[src/rtl/cpuf_pkg.sv]
// Shared definitions for the small CPU fabric: datapath widths, opcodes and
// the program loader state encoding.
package cpuf_pkg;

    localparam int CPUF_DW = 8;
    localparam int CPUF_AW = 4;

    localparam logic [3:0] OP_LDA = 4'b1000;
    localparam logic [3:0] OP_LDB = 4'b0100;
    localparam logic [3:0] OP_ADD = 4'b0010;
    localparam logic [3:0] OP_SUB = 4'b0001;
    localparam logic [3:0] OP_JMP = 4'b1001;
    localparam logic [3:0] OP_HLT = 4'b1111;

    typedef enum logic [2:0] {
        IDLE  = 3'd0,
        LOAD  = 3'd1,
        CHECK = 3'd2,
        DONE  = 3'd3,
        ERR   = 3'd4
    } loader_state_t;

endpackage

[src/rtl/program_loader.sv]
// Program loader: streams DEPTH bytes over valid/ready into program RAM
// starting at address 0, then releases the CPU from hold.
// Optional trailing checksum verification: PROGRAM_LOADER_CHECKSUM_EN.
//
// state | meaning
// IDLE  | after reset, waiting for start, CPU held
// LOAD  | accepting program bytes, one RAM write per beat
// CHECK | waiting for the checksum byte (checksum build only)
// DONE  | image loaded, CPU released
// ERR   | checksum mismatch, CPU held until next start (checksum build only)
module program_loader
    import cpuf_pkg::*;
#(
    parameter int DW    = CPUF_DW,
    parameter int AW    = CPUF_AW,
    parameter int DEPTH = 16
) (
    input  logic          clk,
    input  logic          reset,
    input  logic          start,
    input  logic          in_valid,
    input  logic [DW-1:0] in_data,
    output logic          in_ready,
    output logic          wr_en,
    output logic [AW-1:0] wr_addr,
    output logic [DW-1:0] wr_data,
    output logic          cpu_hold,
    output logic          done,
    output logic          err
);

    localparam logic [AW-1:0] LAST = AW'(DEPTH - 1);

    loader_state_t state_q, state_d;
    logic [AW-1:0] count_q, count_d;
    logic          wr_en_q, wr_en_d;
    logic [AW-1:0] wr_addr_q, wr_addr_d;
    logic [DW-1:0] wr_data_q, wr_data_d;
    logic          cpu_hold_q, cpu_hold_d;
    logic          done_q, done_d;
    logic          beat;

`ifdef PROGRAM_LOADER_CHECKSUM_EN
    logic [DW-1:0] sum_q, sum_d;
    logic          err_q, err_d;
`endif

    // Ready depends on state only so the source never sees a combinational loop.
    assign in_ready = (state_q == LOAD) || (state_q == CHECK);
    assign beat     = in_valid && in_ready;

    // Next-state, write strobe and status outputs; status is taken from the next state.
    always_comb begin
        state_d   = state_q;
        count_d   = count_q;
        wr_en_d   = 1'b0;
        wr_addr_d = wr_addr_q;
        wr_data_d = wr_data_q;
`ifdef PROGRAM_LOADER_CHECKSUM_EN
        sum_d     = sum_q;
`endif
        case (state_q)
            IDLE, DONE: begin
                if (start) begin
                    state_d = LOAD;
                    count_d = '0;
`ifdef PROGRAM_LOADER_CHECKSUM_EN
                    sum_d   = '0;
`endif
                end
            end
            LOAD: begin
                if (beat) begin
                    wr_en_d   = 1'b1;
                    wr_addr_d = count_q;
                    wr_data_d = in_data;
`ifdef PROGRAM_LOADER_CHECKSUM_EN
                    sum_d     = sum_q + in_data;
`endif
                    if (count_q == LAST) begin
`ifdef PROGRAM_LOADER_CHECKSUM_EN
                        state_d = CHECK;
`else
                        state_d = DONE;
`endif
                    end else begin
                        count_d = count_q + 1'b1;
                    end
                end
            end
`ifdef PROGRAM_LOADER_CHECKSUM_EN
            CHECK: begin
                if (beat) begin
                    state_d = (in_data == sum_q) ? DONE : ERR;
                end
            end
            ERR: begin
                if (start) begin
                    state_d = LOAD;
                    count_d = '0;
                    sum_d   = '0;
                end
            end
`endif
            default: state_d = IDLE;
        endcase

        cpu_hold_d = (state_d != DONE);
        done_d     = (state_d == DONE);
`ifdef PROGRAM_LOADER_CHECKSUM_EN
        err_d      = (state_d == ERR);
`endif
    end

    // State, counter and registered outputs.
    always_ff @(posedge clk or posedge reset) begin
        if (reset) begin
            state_q    <= IDLE;
            count_q    <= '0;
            wr_en_q    <= 1'b0;
            wr_addr_q  <= '0;
            wr_data_q  <= '0;
            cpu_hold_q <= 1'b1;
            done_q     <= 1'b0;
        end else begin
            state_q    <= state_d;
            count_q    <= count_d;
            wr_en_q    <= wr_en_d;
            wr_addr_q  <= wr_addr_d;
            wr_data_q  <= wr_data_d;
            cpu_hold_q <= cpu_hold_d;
            done_q     <= done_d;
        end
    end

`ifdef PROGRAM_LOADER_CHECKSUM_EN
    // Running checksum and error flag exist only when verification is built.
    always_ff @(posedge clk or posedge reset) begin
        if (reset) begin
            sum_q <= '0;
            err_q <= 1'b0;
        end else begin
            sum_q <= sum_d;
            err_q <= err_d;
        end
    end

    assign err = err_q;
`else
    assign err = 1'b0;
`endif

    assign wr_en    = wr_en_q;
    assign wr_addr  = wr_addr_q;
    assign wr_data  = wr_data_q;
    assign cpu_hold = cpu_hold_q;
    assign done     = done_q;

endmodule

[config.mk]
export PLATFORM = sky130hd
export DESIGN_NAME = program_loader
export DESIGN_NICKNAME = d
export VERILOG_FILES = /design/src/rtl/cpuf_pkg.sv /design/src/rtl/program_loader.sv
export SDC_FILE = /design/constraint.sdc
export NUM_CORES = 1
export LEC_CHECK = 0
export CAP_MARGIN = 20
export CORE_MARGIN = 4
export CORE_UTILIZATION = 45
export DETAILED_ROUTE_END_ITERATION = 10
export DONT_BUFFER_PORTS = 1
export PLACE_DENSITY = 0.59
export SLEW_MARGIN = 20
export SYNTH_ARGS = -nofsm -noshare
export SYNTH_HDL_FRONTEND = slang
export SYNTH_SLANG_ARGS = --single-unit
[constraint.sdc]
create_clock -name clk -period 1.25 [get_ports clk]
set_input_delay 0.25 -clock clk [delete_from_list [all_inputs] [get_ports clk]]
set_output_delay 0.25 -clock clk [all_outputs]
set_load 0.005 [all_outputs]
==> results.tsv, run 1 <==
stage	metric	value	unit
outcome	status	finished with violations	
outcome	failing checks	setup timing	
worst_setup_path	CP max FO	3	
clocking	Clock Sinks	22	
logic_synthesis	Post-synth ARST share	1.00	
logic_synthesis	Syn. warnings	0	
worst_setup_path	critical path type	flop to output port	
grt	gr usage total	0.144	
placement	Cell Area, Placed	1060	um^2
worst_setup_path	R2R Path Start	state_q[1]$_DFF_PP0_	
timing	Worst Skew	7.17	ps
route	DRC violations left	0	
die	# IOs	29	
logic_synthesis	Syn Inst Count	101	
route	vias post-DR	739	
route	met2 wire len	1030	um
clocking	clk buf depth	2	
power	Final Total Pwr	1560	uW
worst_setup_path	R2R Setup Slk	-10	ps
logic_synthesis	syn_area_per_cell	9.71	um^2
grt	largest net degree at the start of global routing	17	
route	Metal-1 WL	802	um
timing	Final Hold Vio Count	0	
clocking	Clock Latency Late Sink	300	ps
timing	RSZ-0062 raised after global routing	yes	
timing	post-layout minimum cycle time	1360	ps
logic_synthesis	Post-Synthesis Cell Area	981	um^2
timing	post-route setup slack	-105	ps
logic_synthesis	#FFs+latches synth	22	
logic_synthesis	most common cell in the synthesized netlist	nand2_1	
final_layout	Nets	132	
logic_synthesis	Post-synth EDFFs	0	
timing	Final Setup Violations	2	
worst_setup_path	Crit-path slowest cell	dfrtp_2	
final_layout	Antenna diodes	0	
route	DR WL/cell	14.0	um
die	Die Area	2990	um^2
placement	GP Congestion	0.812	
grt	vias in the first global route	709	
die	initial core utilization	0.485	
worst_setup_path	Setup crit start kind	flop	
placement	dpl hpwl	1380	um
route	drt total wl	2030	um
route	Routed Antenna Nets	0	
power	PwrDens	1300	nW/um^2
route	vias per cell	5.10	
timing	highest clock rate	738	MHz
clocking	Root Buffer	clkbuf_4	
clocking	TritonCTS buffer count	3	
clocking	H-tree Lvls	1	
grt	global-route wire length before repair	3040	um
die	cell row count	16	
placement	port bufs	0	
power	Peak supply drop	0.736	mV
worst_hold_path	hold path startpoint	in_data[1]	
worst_setup_path	worst path required time	1000	ps
final_layout	Synth-to-Final Area Change	21.9	%
logic_synthesis	Post-synth top cells	nand2_1, dfrtp_1, inv_1, mux2i_1	
logic_synthesis	cell accounting for the most synthesized area	dfrtp_1	
route	First-pass DRT Iterations	5	
worst_hold_path	Hold Crit Class	primary input to flop	
grt	total grt overflow	0	
final_layout	post-route cell area	1200	um^2
timing	final slew viol count	0	
die	Die X	54.7	um
worst_setup_path	WP data arrival	1110	ps
worst_setup_path	CP cell instances	xor2_2 -> nor2b_4	
clocking	Worst-path clk slew	120	ps
run	number of max-cap violations	0	
grt	initial antenna violation count	0	
die	Chip Height	54.7	um
die	core area	2020	um^2
logic_synthesis	synth top area cells	dfrtp_1, nand2_1, mux2i_1	
route	DRT iter0 DRCs	16	
worst_setup_path	max incr delay on CP	450	ps
logic_synthesis	post-synth top area share	0.536	
worst_setup_path	CP Launch Point	state_q[1]$_DFF_PP0_	
power	P_leak	0.000617	uW
route	met3 WL	185	um
clocking	CTS tree	built	
logic_synthesis	commonest register cell after synthesis	dfrtp_1	
logic_synthesis	Distinct cells, synth	27	
route	highest metal used	met4	
timing	Final Cycle Share	1.08	
logic_synthesis	sequential-to-total area share from yosys stat	0.563	
worst_setup_path	endpoint class of the critical path	output port	
placement	Setup WS pre-CTS	-21.8	ps
final_layout	fraction of layout cells with a size suffix above 1	0.263	
cell type report:
cell class	instances	area, um^2
clock buffers	4	36.3
fillers	186	826
inverters	5	21.3
multi-input cells	70	413
flip-flops and latches	22	554
well taps	27	33.8
repair buffers	17	138
metal layers:
layer,vias up,track usage
met5,-,0
met4,0,0.0747
met3,2,0.0436
met2,33,0.248
met1,347,0.156
li1,357,-
stage by stage:
step / TNS, ps / hold slack, ps / util / instances
2_1_floorplan: 0 / 238 / - / 102
3_3_place_gp: 0 / 75.7 / 0.524 / 134
3_5_place_dp: -21.8 / 75.7 / 0.524 / 134
4_1_cts: -151 / 34.8 / 0.570 / 142
5_1_grt: -258 / 37.4 / 0.592 / 145
6_report: -113 / 44.9 / 0.592 / 145
report_power, final:
| part | leakage, uW | internal [uW] | total [uW] | switching [uW] |
|---|---|---|---|---|
| Combinational | 0.000316 | 133 | 273 | 140 |
| Sequential | 0.000280 | 817 | 902 | 84.9 |
| Clock | 0.0000210 | 178 | 384 | 206 |
worst max-delay path, delay by kind of cell (launching register included):
kind          cells  cell delay [ps]
xor+xnor          1              190
flops             1              450
simple gates      1              170
path summary, 6_finish.rpt:
path / end / cells after the start
worst max-delay path: in_ready / 2
worst min-delay path: wr_data[1]$_DFFE_PP0P_ / 2
worst max register to register: count_q[2]$_DFFE_PP0P_ / 4
worst min register to register: wr_data[5]$_DFFE_PP0P_ / 2
max in group asynchronous: state_q[1]$_DFF_PP0_ / 3
min in group asynchronous: wr_data[7]$_DFFE_PP0P_ / 2
registers in the layout, summed over array words and instances (netlist names):
name      flops
state_q       3
wr_addr       4
cpu_hold      1
wr_en         1
wr_data       8
count_q       4
done          1
what timing repair did:
action | CTS | global route
hold endpoints to repair | 6 | 0
hold buffers | 1 | 0
pin swaps | 5 | 4
setup endpoints to repair | 4 | 16
gates resized for setup | 6 | 6
buffers inserted | 3 | 3
logic make-up after synthesis:
family,count (synthesis),synth area share
compound gates,8,0.0523
fa+ha+maj,1,0.0128
other cells,1,0.00382
flops,22,0.563
buf+inv,10,0.0574
simple gates,54,0.261
mux,4,0.0408
xor+xnor,1,0.00893
layout by cell type, fill, tap and decap left out, types with 2 or more instances in the layout:
cell,instances
buf_4,14
buf_6,2
clkbuf_4,3
conb_1,2
dfrtp_1,19
dfrtp_2,2
inv_1,4
mux2i_1,4
nand2_1,39
nand2b_1,2
nand3_1,3
nor2_1,3
o21ai_0,2
(Power assumes the default switching activity.)
==> run 2, diff against run 1 <==
Settings changed: CAP_MARGIN 20 to not set.
==> results of run 2 <==
No change in the layout: final DEF, timing and power equal those of run 1.
==> run 3, diff against run 2 <==
Settings changed: CELL_PAD_IN_SITES_DETAIL_PLACEMENT set to 0, CELL_PAD_IN_SITES_GLOBAL_PLACEMENT set to 1, CORE_UTILIZATION 45 to 40, PLACE_DENSITY 0.59 to 0.68, SETUP_SLACK_MARGIN set to 0.15.
==> results.tsv, run 3 (synthesized netlist as in run 1, its figures left out) <==
stage	metric	value	unit	change
clocking	CTS tree	built		
worst_setup_path	Setup crit start kind	flop		
worst_setup_path	Crit-path slowest cell	dfrtp_2		
power	Peak supply drop	0.773	mV	+5.0%
final_layout	Synth-to-Final Area Change	36.4	%	
run	number of max-cap violations	0		unchanged
worst_setup_path	CP Launch Point	state_q[0]$_DFF_PP0_		
die	core area	2280	um^2	+13%
power	PwrDens	1290	nW/um^2	-0.75%
timing	Final Setup Violations	3		+1
timing	Final Hold Vio Count	0		unchanged
outcome	failing checks	setup timing		
final_layout	Antenna diodes	0		unchanged
final_layout	max reg flops	8		unchanged
power	Final Total Pwr	1730	uW	+11%
placement	GP Congestion	0.751		-7.5%
grt	largest net degree at the start of global routing	18		+1
worst_hold_path	Hold Crit Class	primary input to flop		
clocking	Clock Sinks	22		unchanged
outcome	status	finished with violations		
grt	gr usage total	0.130		-0.0138
timing	WHS	38.9	ps	-5.97 ps
placement	dpl hpwl	1450	um	+4.8%
die	# IOs	29		unchanged
worst_setup_path	worst path required time	1000	ps	about the same
timing	Worst Skew	6.03	ps	-1.15 ps
worst_setup_path	max incr delay on CP	450	ps	about the same
clocking	Root Buffer	clkbuf_4		
timing	highest clock rate	728	MHz	-1.3%
final_layout	commonest non-fill, non-tap cells in the layout	nand2_2, dfrtp_1, nand2_1, buf_4, buf_6		
route	vias per cell	4.97		-2.6%
route	DRC violations left	0		unchanged
final_layout	commonest non-fill, non-tap cell in the layout	nand2_2		
die	Chip Height	57.5	um	+5.2%
final_layout	fillers	194		+4.3%
power	P_leak	0.000657	uW	+6.5%
final_layout	Nets	135		+2.3%
grt	global-route wire length before repair	3350	um	+10%
worst_setup_path	WP data arrival	1120	ps	about the same
clocking	TritonCTS buffer count	3		unchanged
timing	post-route setup slack	-123	ps	-18.3 ps
clocking	H-tree Lvls	1		unchanged
die	initial core utilization	0.431		-0.0541
timing	Final Cycle Share	1.10		+0.0147
worst_setup_path	R2R Path Start	count_q[0]$_DFFE_PP0P_		
route	First-pass DRT Iterations	4		-1
worst_setup_path	CP max FO	2		-1
timing	final slew viol count	0		unchanged
die	Die X	57.5	um	+5.2%
clocking	clk buf depth	2		unchanged
timing	RSZ-0062 raised after global routing	yes		
route	DRT iter0 DRCs	18		+2
worst_setup_path	critical path type	flop to output port		
grt	total grt overflow	0		unchanged
worst_hold_path	hold path startpoint	in_data[2]		
timing	post-layout minimum cycle time	1370	ps	+18.3 ps
final_layout	fraction of layout cells with a size suffix above 1	0.479		+0.217
die	Die Area	3310	um^2	+11%
worst_setup_path	endpoint class of the critical path	output port		
clocking	Worst-path clk slew	130	ps	about the same
route	Routed Antenna Nets	0		unchanged
route	vias post-DR	740		+0.14%
grt	vias in the first global route	747		+5.4%
route	drt total wl	2090	um	+3.0%
placement	port bufs	0		unchanged
route	DR WL/cell	14.0	um	+0.24%
grt	initial antenna violation count	0		unchanged
worst_setup_path	CP cell instances	xor2_2 -> nor2b_4		
die	cell row count	17		+1
clocking	Clock Latency Late Sink	300	ps	about the same
run 3: path summary, 6_finish.rpt:
check,to,slack (ps),cells after the start
max,in_ready,-120,2
max reg2reg,count_q[2]$_DFFE_PP0P_,0,4
min,wr_data[2]$_DFFE_PP0P_,40,2
max in group asynchronous,count_q[0]$_DFFE_PP0P_,510,3
min reg2reg,wr_addr[0]$_DFFE_PP0P_,510,2
min in group asynchronous,state_q[2]$_DFF_PP0_,270,2
run 3: layout make-up:
type,instances,area (um^2),share of cell area
repair buffers,20,179,0.134
inverters,5,23.8,0.0178
flip-flops and latches,22,554,0.414
multi-input cells,70,493,0.369
well taps,28,35.0,0.0262
clock buffers,3,22.5,0.0168
clock inverters,1,30.0,0.0225
run 3: repair_timing:
item | in CTS | in global routing
pin swaps | 5 | 27
setup buffers | 5 | 2
resized for setup | 8 | 29
setup endpoints to repair | 20 | 22
endpoints found under the hold margin | 5 | 0
hold buffers | 1 | 0
run 3: stage by stage:
stage                     cell area (um^2)  setup WS (ps)  instances   util  setup TNS, ps
after global routing                  1340           -159        149  0.588           -785
after detailed placement              1100          -32.2        137  0.482          -32.2
after CTS                             1230          -89.6        147  0.539           -110
after global placement                1100           14.8        137  0.482              0
final                                 1340           -123        149  0.588           -126
after floorplan                       1010           12.9        102      -              0
run 3: power breakdown:
part | switching (uW) | internal (uW) | leakage, uW | total (uW)
sequential | 88.3 | 817 | 0.000280 | 906
combinational | 147 | 139 | 0.000350 | 286
clock | 215 | 324 | 0.0000279 | 539
total | 450 | 1280 | 0.000657 | 1730
run 3: per-layer routing:
| layer | vias to the layer above | part of all wire | global-route usage |
|---|---|---|---|
| met3 | 4 | 0.045 | 0.0271 |
| li1 | 360 | - | - |
| met1 | 359 | 0.40 | 0.170 |
| met4 | 0 | 0.015 | 0.0497 |
| met2 | 17 | 0.54 | 0.210 |
| met5 | - | 0 | 0 |
run 3: critical path, delay by kind of cell (launching register included):
| family | cells | cell delay, ps |
|---|---|---|
| XOR/XNOR | 1 | 210 |
| flip-flops | 1 | 450 |
| AND/OR/NAND/NOR | 1 | 170 |
